`config.mk`:
```
export PLATFORM = sky130hd
export DESIGN_NAME = lcd1602_resp_flat
export DESIGN_NICKNAME = d
export VERILOG_FILES = /design/src/rtl/lcd1602_if.sv /design/src/rtl/lcd1602_resp.sv /design/src/flat_wrapper.sv
export SDC_FILE = /design/constraint.sdc
export NUM_CORES = 1
export LEC_CHECK = 0
export CORE_AREA = 5 5 318 320
export CTS_BUF_LIST = sky130_fd_sc_hd__clkbuf_8
export CTS_CLUSTER_SIZE = 8
export DETAILED_ROUTE_END_ITERATION = 16
export DIE_AREA = 0 0 323 325
export GPL_ROUTABILITY_DRIVEN = 1
export HOLD_SLACK_MARGIN = 0.12
export REMOVE_ABC_BUFFERS = 1
export SYNTH_ARGS = -nofsm -noshare
export SYNTH_HDL_FRONTEND = slang
export SYNTH_SLANG_ARGS = --single-unit
```
`constraint.sdc`:
```
create_clock -name pclk -period 3.7 [get_ports pclk]
set_input_delay 0.555 -clock pclk [delete_from_list [all_inputs] [get_ports pclk]]
set_output_delay 0.555 -clock pclk [all_outputs]
set_load 0.03 [all_outputs]
```
`src/rtl/lcd1602_if.sv`:
```
// LCD1602 pin bus between the APB-side controller and the panel model.
// The controller drives en/rs/rw/data_i, and the panel drives data_o/data_oe.
interface lcd1602_if;
  logic       lcd_en;
  logic       lcd_rs;
  logic       lcd_rw;
  logic [7:0] lcd_data_i;
  logic [7:0] lcd_data_o;
  logic       lcd_data_oe;

  modport master (
    output lcd_en, lcd_rs, lcd_rw, lcd_data_i,
    input  lcd_data_o, lcd_data_oe
  );

  modport slave (
    input  lcd_en, lcd_rs, lcd_rw, lcd_data_i,
    output lcd_data_o, lcd_data_oe
  );
endinterface

```
`src/rtl/lcd1602_resp.sv`:
```
// HD44780-compatible LCD1602 panel model holding 80 bytes of DDRAM.
// It also models the address counter, the display state and the busy flag.
module lcd1602_resp #(
  parameter int BUSY_CYC  = 37,
  parameter int BUSY_LONG = 152
) (
  input  logic        pclk,
  input  logic        rst,
  lcd1602_if.slave    bus,
  output logic        busy,
  output logic [6:0]  ac,
  output logic        disp_on,
  output logic        cursor_on,
  output logic        blink_on,
  output logic [5:0]  shift_ofs,
  output logic        err,
  input  logic [6:0]  dbg_addr,
  output logic [7:0]  dbg_data
);
  localparam int BW = $clog2(BUSY_LONG + 1);
  localparam logic [BW-1:0] BCYC  = BW'(BUSY_CYC);
  localparam logic [BW-1:0] BLONG = BW'(BUSY_LONG);

  logic [7:0]    mem [80];
  logic          en_q, cap_rs, cap_rw;
  logic [7:0]    cap_d;
  logic          id, sh;
  logic [BW-1:0] busy_cnt;
  logic          fill_on;
  logic [6:0]    fill_idx;
  logic          commit, wr_ok, mem_we, rd_oe;
  logic [6:0]    mem_wa;
  logic [7:0]    mem_wd, rd_ram;

  function automatic logic a_ok(input logic [6:0] a);
    return (a <= 7'h27) || (a >= 7'h40 && a <= 7'h67);
  endfunction

  // Line 2 (0x40..0x67) packs directly after line 1 in storage.
  function automatic logic [6:0] a_idx(input logic [6:0] a);
    return a[6] ? a - 7'd24 : a;
  endfunction

  function automatic logic [6:0] ac_step(input logic [6:0] a,
                                         input logic up);
    if (up)
      return (a == 7'h27) ? 7'h40 :
             (a == 7'h67) ? 7'h00 : a + 7'd1;
    return (a == 7'h00) ? 7'h67 :
           (a == 7'h40) ? 7'h27 : a - 7'd1;
  endfunction

  function automatic logic [5:0] ofs_step(input logic [5:0] o,
                                          input logic up);
    if (up)
      return (o == 6'd39) ? 6'd0 : o + 6'd1;
    return (o == 6'd0) ? 6'd39 : o - 6'd1;
  endfunction

  assign busy   = busy_cnt != '0;
  assign commit = en_q & ~bus.lcd_en;
  assign wr_ok  = commit & cap_rs & ~cap_rw & ~busy & a_ok(ac);
  assign mem_we = ~rst & (fill_on | wr_ok);
  assign mem_wa = fill_on ? fill_idx : a_idx(ac);
  assign mem_wd = fill_on ? 8'h20 : cap_d;

  assign rd_oe  = bus.lcd_en & bus.lcd_rw;
  assign rd_ram = a_ok(ac) ? mem[a_idx(ac)] : 8'h20;
  assign bus.lcd_data_oe = rd_oe;
  assign bus.lcd_data_o  = !rd_oe     ? 8'h00 :
                           bus.lcd_rs ? rd_ram : {busy, ac};

  always_ff @(posedge pclk) begin
    if (mem_we)
      mem[mem_wa] <= mem_wd;
  end

  always_ff @(posedge pclk) begin
    if (rst) begin
      en_q      <= 1'b0;
      cap_rs    <= 1'b0;
      cap_rw    <= 1'b0;
      cap_d     <= 8'h00;
      ac        <= 7'h00;
      id        <= 1'b1;
      sh        <= 1'b0;
      disp_on   <= 1'b0;
      cursor_on <= 1'b0;
      blink_on  <= 1'b0;
      shift_ofs <= 6'd0;
      err       <= 1'b0;
      dbg_data  <= 8'h00;
      busy_cnt  <= BLONG;
      fill_on   <= 1'b1;
      fill_idx  <= 7'd0;
    end else begin
      en_q <= bus.lcd_en;
      if (bus.lcd_en) begin
        cap_rs <= bus.lcd_rs;
        cap_rw <= bus.lcd_rw;
        cap_d  <= bus.lcd_data_i;
      end
      err <= 1'b0;
      dbg_data <= a_ok(dbg_addr) ? mem[a_idx(dbg_addr)] : 8'h00;
      if (busy)
        busy_cnt <= busy_cnt - 1'b1;
      if (fill_on) begin
        fill_idx <= fill_idx + 7'd1;
        if (fill_idx == 7'd79)
          fill_on <= 1'b0;
      end
      if (commit) begin
        if (cap_rw) begin
          if (cap_rs)
            ac <= ac_step(ac, id);
        end else if (busy) begin
          err <= 1'b1;
        end else if (cap_rs) begin
          if (a_ok(ac)) begin
            ac       <= ac_step(ac, id);
            busy_cnt <= BCYC;
            if (sh)
              shift_ofs <= ofs_step(shift_ofs, id);
          end else begin
            err <= 1'b1;
          end
        end else begin
          priority case (1'b1)
            cap_d[7]: begin
              if (a_ok(cap_d[6:0])) begin
                ac       <= cap_d[6:0];
                busy_cnt <= BCYC;
              end else begin
                err <= 1'b1;
              end
            end
            cap_d[6]: err <= 1'b1;
            cap_d[5]: begin
              busy_cnt <= BCYC;
              err      <= ~cap_d[4];
            end
            cap_d[4]: begin
              busy_cnt <= BCYC;
              if (cap_d[3])
                shift_ofs <= ofs_step(shift_ofs, cap_d[2]);
              else
                ac <= ac_step(ac, cap_d[2]);
            end
            cap_d[3]: begin
              disp_on   <= cap_d[2];
              cursor_on <= cap_d[1];
              blink_on  <= cap_d[0];
              busy_cnt  <= BCYC;
            end
            cap_d[2]: begin
              id       <= cap_d[1];
              sh       <= cap_d[0];
              busy_cnt <= BCYC;
            end
            cap_d[1]: begin
              ac        <= 7'h00;
              shift_ofs <= 6'd0;
              busy_cnt  <= BLONG;
            end
            cap_d[0]: begin
              ac        <= 7'h00;
              id        <= 1'b1;
              shift_ofs <= 6'd0;
              busy_cnt  <= BLONG;
              fill_on   <= 1'b1;
              fill_idx  <= 7'd0;
            end
            default: ;
          endcase
        end
      end
    end
  end
endmodule

```
`src/flat_wrapper.sv`:
```
// flat-port wrapper written by rule: the top's interface ports become plain ports
module lcd1602_resp_flat 
#(
  parameter int BUSY_CYC  = 37,
  parameter int BUSY_LONG = 152
)
  (pclk, rst, busy, ac, disp_on, cursor_on, blink_on, shift_ofs, err, dbg_addr, dbg_data, bus_lcd_en, bus_lcd_rs, bus_lcd_rw, bus_lcd_data_i, bus_lcd_data_o, bus_lcd_data_oe);
  lcd1602_if bus_i ();
  input  logic pclk;
  input  logic rst;
  output logic busy;
  output logic [6:0] ac;
  output logic disp_on;
  output logic cursor_on;
  output logic blink_on;
  output logic [5:0] shift_ofs;
  output logic err;
  input  logic [6:0] dbg_addr;
  output logic [7:0] dbg_data;
  input wire logic [$bits(bus_i.lcd_en)-1:0] bus_lcd_en;
  input wire logic [$bits(bus_i.lcd_rs)-1:0] bus_lcd_rs;
  input wire logic [$bits(bus_i.lcd_rw)-1:0] bus_lcd_rw;
  input wire logic [$bits(bus_i.lcd_data_i)-1:0] bus_lcd_data_i;
  output wire logic [$bits(bus_i.lcd_data_o)-1:0] bus_lcd_data_o;
  output wire logic [$bits(bus_i.lcd_data_oe)-1:0] bus_lcd_data_oe;
  assign bus_i.lcd_en = bus_lcd_en;
  assign bus_i.lcd_rs = bus_lcd_rs;
  assign bus_i.lcd_rw = bus_lcd_rw;
  assign bus_i.lcd_data_i = bus_lcd_data_i;
  assign bus_lcd_data_o = bus_i.lcd_data_o;
  assign bus_lcd_data_oe = bus_i.lcd_data_oe;
  lcd1602_resp #(.BUSY_CYC(BUSY_CYC), .BUSY_LONG(BUSY_LONG)) u_core (.pclk(pclk), .rst(rst), .bus(bus_i), .busy(busy), .ac(ac), .disp_on(disp_on), .cursor_on(cursor_on), .blink_on(blink_on), .shift_ofs(shift_ofs), .err(err), .dbg_addr(dbg_addr), .dbg_data(dbg_data));
endmodule
```
After elaboration in Yosys (flattened, before gate mapping). Memory sizes are Yosys's and may differ from the RTL's. A register that Yosys moved wholly into a read port is not among the register bits. Cells that the tools add are included.

Add/subtract/negate cells: 8. Multipliers: 0. Div/mod/pow operators: 0. $lt $le $gt $ge: 9. Equal/unequal tests: 22. Shift operators: 0. Mux-type cells: 142. Bitwise gates (word level): 20. Reduce and logical (&&, ||, !) cells: 19.

Operators by type and width (count): 7-bit two-way mux (40); 8-bit two-way mux (19); 6-bit two-way mux (18); 1-bit two-way mux (65); 7-bit == test (second input constant) (3); 7-bit greater-or-equal comparator (second input constant) (3); 7-bit by 6-bit less-or-equal comparator with 1-bit output (second input constant) (3); 7-bit less-or-equal comparator (second input constant) (3); 10-bit AND reduction (2); 3-bit by 1-bit inequality test with 1-bit output (second input constant) (5); 7-bit by 1-bit adder with 7-bit output (second input constant) (2); 7-bit by 5-bit subtractor with 7-bit output (second input constant) (2); 1-bit inverter (12); 12-bit AND reduction (1); 11-bit AND reduction (1); 2-bit by 1-bit inequality test with 1-bit output (second input constant) (5); 9-bit AND reduction (1); 8-bit nonzero test (1); 8-bit by 1-bit subtractor with 8-bit output (second input constant) (1); 1-bit AND (7); 7-bit by 6-bit == test with 1-bit output (second input constant) (1); 7-bit logical NOT (1); 7-bit by 1-bit subtractor with 7-bit output (second input constant) (1); 6-bit by 1-bit adder with 6-bit output (second input constant) (1); other kinds (15) (22).

Register bits: 46. Bits in latches: 0. Memory bits (writable): 640. Bits in read-only memories: 0. Input port bits: 20. Output and inout bits: 35. Logic and storage cells: 236. Memories: 1.

Memory list: u_core.mem (depth 80, bits a word 8, read ports 2, clocked after memory_dff 1, wr ports 1, line lcd1602_resp.sv:24) `logic [7:0] mem [80];`.

Longest topological paths before layout.
Depth after elaboration: 20. Gate-level depth with buffers: 14. Mapped depth without buffers: 10.

Worst setup path after synthesis. Ideal clock, no wire load.

Kind: register to output. Start: register u_core.ac[4]. End: output port bus_lcd_data_o[6]. Arrival: 3171 ps. Required time: 3145 ps. Setup slack: -26 ps. Cell stages (with the launch flop): 11. Path buffers: 2. Cells stage by stage: dfxtp_1 -> buf_2 -> clkinv_1 -> ha_1 -> mux2_2 -> buf_2 -> nand2_1 -> and3_1 -> a2111oi_0 -> a311oi_1 -> a211oi_1.

Cells in the longest elaborated chain, start to end: 6. Elaborated cells between the ends (all ways): 11. Those cells by class: 1 x add/sub; 3 x order compare; 4 x mux; 2 x reduce/logical; 1 x memory.

Ends and longest elaborated chain: from (decl) (line lcd1602_resp.sv:11) `output logic [6:0] ac,`; from (signal assigned) (line lcd1602_resp.sv:115) `ac <= ac_step(ac, id);`; from (signal assigned) (line lcd1602_resp.sv:120) `ac <= ac_step(ac, id);`; from (signal assigned) (line lcd1602_resp.sv:131) `ac <= cap_d[6:0];`; 7-bit by 5-bit subtractor with 7-bit output, or another cell as far along (line lcd1602_resp.sv:41) `return a[6] ? a - 7'd24 : a;`; 7-bit two-way mux / 1-bit logical AND (equally long branches) (line lcd1602_resp.sv:41, lcd1602_resp.sv:36); memory read 80 x 8 bit / 1-bit logical OR (equally long branches); 8-bit two-way mux * (line lcd1602_resp.sv:68) `assign rd_ram = a_ok(ac) ? mem[a_idx(ac)] : 8'h20;`; 8-bit two-way mux * (line lcd1602_resp.sv:71) `bus.lcd_rs ? rd_ram : {busy, ac};`; 8-bit two-way mux * (line lcd1602_resp.sv:70) `assign bus.lcd_data_o = !rd_oe ? 8'h00 :`; to (decl) (line flat_wrapper.sv:24) `output wire logic [$bits(bus_i.lcd_data_o)-1:0] bus_lcd_data_o;`.

Every way passes the cells marked *; elsewhere a longest branch is shown, timed or not.

Final worst setup path.
Start: register u_core.ac[3]. End: output port bus_lcd_data_o[0].

Same word-level chain as after synthesis.

==> results.cfg <==
[floorplanning]
start_util_pct = 34.71
fp.dieW_um = 323
die-area_um2 = 105000
die_y_um = 325
coreArea_um2 = 97840
fp-row-count = 115
ios = 55

[global_route]
top_usage_layer = met2
grt_use_met1_pct = 28.26
grt_use_total_pct = 20.65
grtUsageMet3_pct = 4.940
grt_max_degree = 49
grt_pass1_wl_mm = 158.4
grt_remaining_overflow = 0
grt_use_met2_pct = 32.15
grt_pass1_vias = 22140
grt_antenna_before_repair = 6

[pwr]
p_total_uw = 15850
ir_drop_v = 0.0002311
power.density_nw_per_um2 = 388.7
leakage_uw = 0.01321

[min_path]
min-delay-start = u_core.sh
whs_endpoint = u_core.sh
hold_path_class = reg -> reg
min_path_cells = 2

[route]
drt-initial-drc-count = 2900
drt-pass1-iter-count = 6
vias_per_cell = 6.010
via_count = 22370
routed_wl_mm = 112.1
drc_errors = 0
postRouteAntennaNets = 0
avgRoutedWirePerCell_um = 30.13

[clock_network]
root_buffer = clkbuf_8
numCtsBuffers = 113
insertion_delay_ps = 740
cts_tree = done
ctsHtreeMaxLevel = 3
clock_path_buffers = 3
cts_hold_buf = 0
path_clk_slew_ps = 60
cts_sinks = 694

[timing]
max_freq_mhz = 254.5
rsz0062_at_grt = yes
hold_viol_final = 0
finalSetupViolations = 8
worst_slew_pin_slew_ps = 1020
setup_ws_ps = -228.9
relSlewSlack_pct = 31.98
clock_skew_ps = 40.73
period_needed_ps = 3929
finalCritPeriodShare_pct = 106.2
setup_tns_ps = -1557
slew_viol_final = 0

[yosys]
synth_cells = 2051
synth.top_cell.area_share_pct = 56.59
dominantRegCellSynth = edfxtp_1
synth_top_area_cell = edfxtp_1
syn_area_per_cell_um2 = 16.56
yosysWarnings = 0
ys_seq_area_share_pct = 59.78
synthTopCellsByCount = 640 x edfxtp_1, 325 x mux4_2, 168 x nor2_1
synth_most_common_cell = edfxtp_1
synth_area_um2 = 33960
synth_area_leaders = edfxtp_1 57%, mux4_2 22%, mux2i_1 3.8%
ys_types = 70
ys_ff_latch = 694
synth_edf_count = 640
async_flop_share_pct = 0

[final_layout]
final_nets = 2376
utilization_pct = 41.69
n_fill_cell = 8713
drive_above_1_share_pct = 34.58
area_delta_synth_final_pct = 20.11

[critical_path]
startpoint_type = flop
reg2reg_to = u_core.mem[30][4]
cp.arrival_ps = 3370
path_max_fanout = 14
setup.worst_path.end_class = output pin
worstPathRequired_ps = 3140
crit_chain = buf_12 > ha_1 > nand2b_1 > xnor2_2 > nor2_1 > buf_4 > a32oi_2 > buf_4 > a21oi_4 > buf_12
worstSetupPathType = reg -> out
rrSetupSlack_ps = 210
crit_path_start = u_core.ac[3]
reg2reg_depth = 10
cp_slowest_cell = nor2_1
r2r_start = u_core.ac[0]
cp_slowest_stage_delay_ps = 490

[placed_design]
io_buffer_count = 54
dpl.hpwl_mm = 76.09
post-place-ws_ps = -96.18
finalWeightedCongestion = 0.9264

[job]
drv_cap = 0

[outcome]
status = complete, but fails checks
violations = setup timing
per-stage QoR:
stage | instance area (um^2) | std cells | hold slack, ps
6_report | 40790 | 3722 | 463.6
5_1_grt | 40780 | 3720 | 455.4
2_1_floorplan | 33130 | 1902 | 425.6
3_3_place_gp | 37500 | 3476 | 441.4
4_1_cts | 40440 | 3702 | 437.6
3_5_place_dp | 37500 | 3476 | 449.1
area by class of cell:
cell class                 instances  area, um^2  share of cell area [%]
sequential                       694       20320                   49.81
multi-input combinational       1184       13300                   32.60
timing repair buffer             327        3391                   8.313
clock buffer                     120        1652                   4.049
tap                             1287        1610                   3.948
clock inverter                    83       422.9                   1.037
inverter                          24       90.09                  0.2209
antenna                            3       7.507                 0.01841
per-layer routing:
layer | share of wire (%) | vias up
li1 | - | 9094
met1 | 39 | 11580
met2 | 46 | 1425
met3 | 10 | 264
met4 | 4.1 | 2
met5 | 0.012 | -
critical path, delay by kind of cell (launching register included):
kind,cells,cell delay [ps]
AND/OR/NAND/NOR,2,710
adder cells (fa/ha/maj),1,210
AO/OA/AOI/OAI,2,330
flip-flops,1,350
buffers and inverters,4,780
XOR/XNOR,1,250
where the power goes:
group	total, uW	internal [uW]	switching (uW)
registers	8540	8480	55.3
logic	1080	462	617
clock network	6240	3180	3060
how the worst max path moves through the flow:
stage | to | cells after the start
finish | bus_lcd_data_o[0] | 10
global placement | bus_lcd_data_o[6] | 9
CTS | bus_lcd_data_o[0] | 8
detailed placement | bus_lcd_data_o[6] | 9
floorplan | bus_lcd_data_o[0] | 8
global route | bus_lcd_data_o[1] | 8
flip-flops by register name, indices dropped and copies added (netlist names), 6 cells and up:
name and cells:
u_core.mem 640, u_core.busy_cnt 8, u_core.cap_d 8, u_core.dbg_data 8
u_core.ac 7, u_core.fill_idx 7, u_core.shift_ofs 6
timing repair:
| item | 4_1_cts | 5_1_grt |
|---|---|---|
| cloned | 6 | 3 |
| resized for setup | 81 | 26 |
| pin swaps | 12 | 6 |
| setup buffers | 19 | 14 |
| setup endpoints to repair | 8 | 8 |
kinds of logic (layout without fill, tap and decap cells):
group | after synthesis | in the layout | synth area share, %
other | 0 | 3 | 0
AND/OR/NAND/NOR | 463 | 463 | 6.477
AO/OA/AOI/OAI | 228 | 228 | 4.525
XOR/XNOR | 26 | 26 | 0.6927
buffers and inverters | 173 | 554 | 2.697
flip-flops | 694 | 694 | 59.78
multiplexers | 455 | 455 | 25.39
adder cells (fa/ha/maj) | 12 | 12 | 0.4421
cell usage in the layout, fill, tap and decap left out, types with 19 or more instances in the layout:
cell type,n
dfxtp_1,47
nor2_1,168
buf_4,223
a21oi_1,34
edfxtp_1,640
o22ai_1,25
clkdlybuf4s50_1,43
buf_12,38
clkinv_1,19
o21ai_0,28
a211oi_1,20
mux4_2,325
nand2_1,96
mux2i_1,125
clkbuf_8,120
nor3_1,49
inv_1,73
Note: power is estimated with default switching activity, not from simulation.
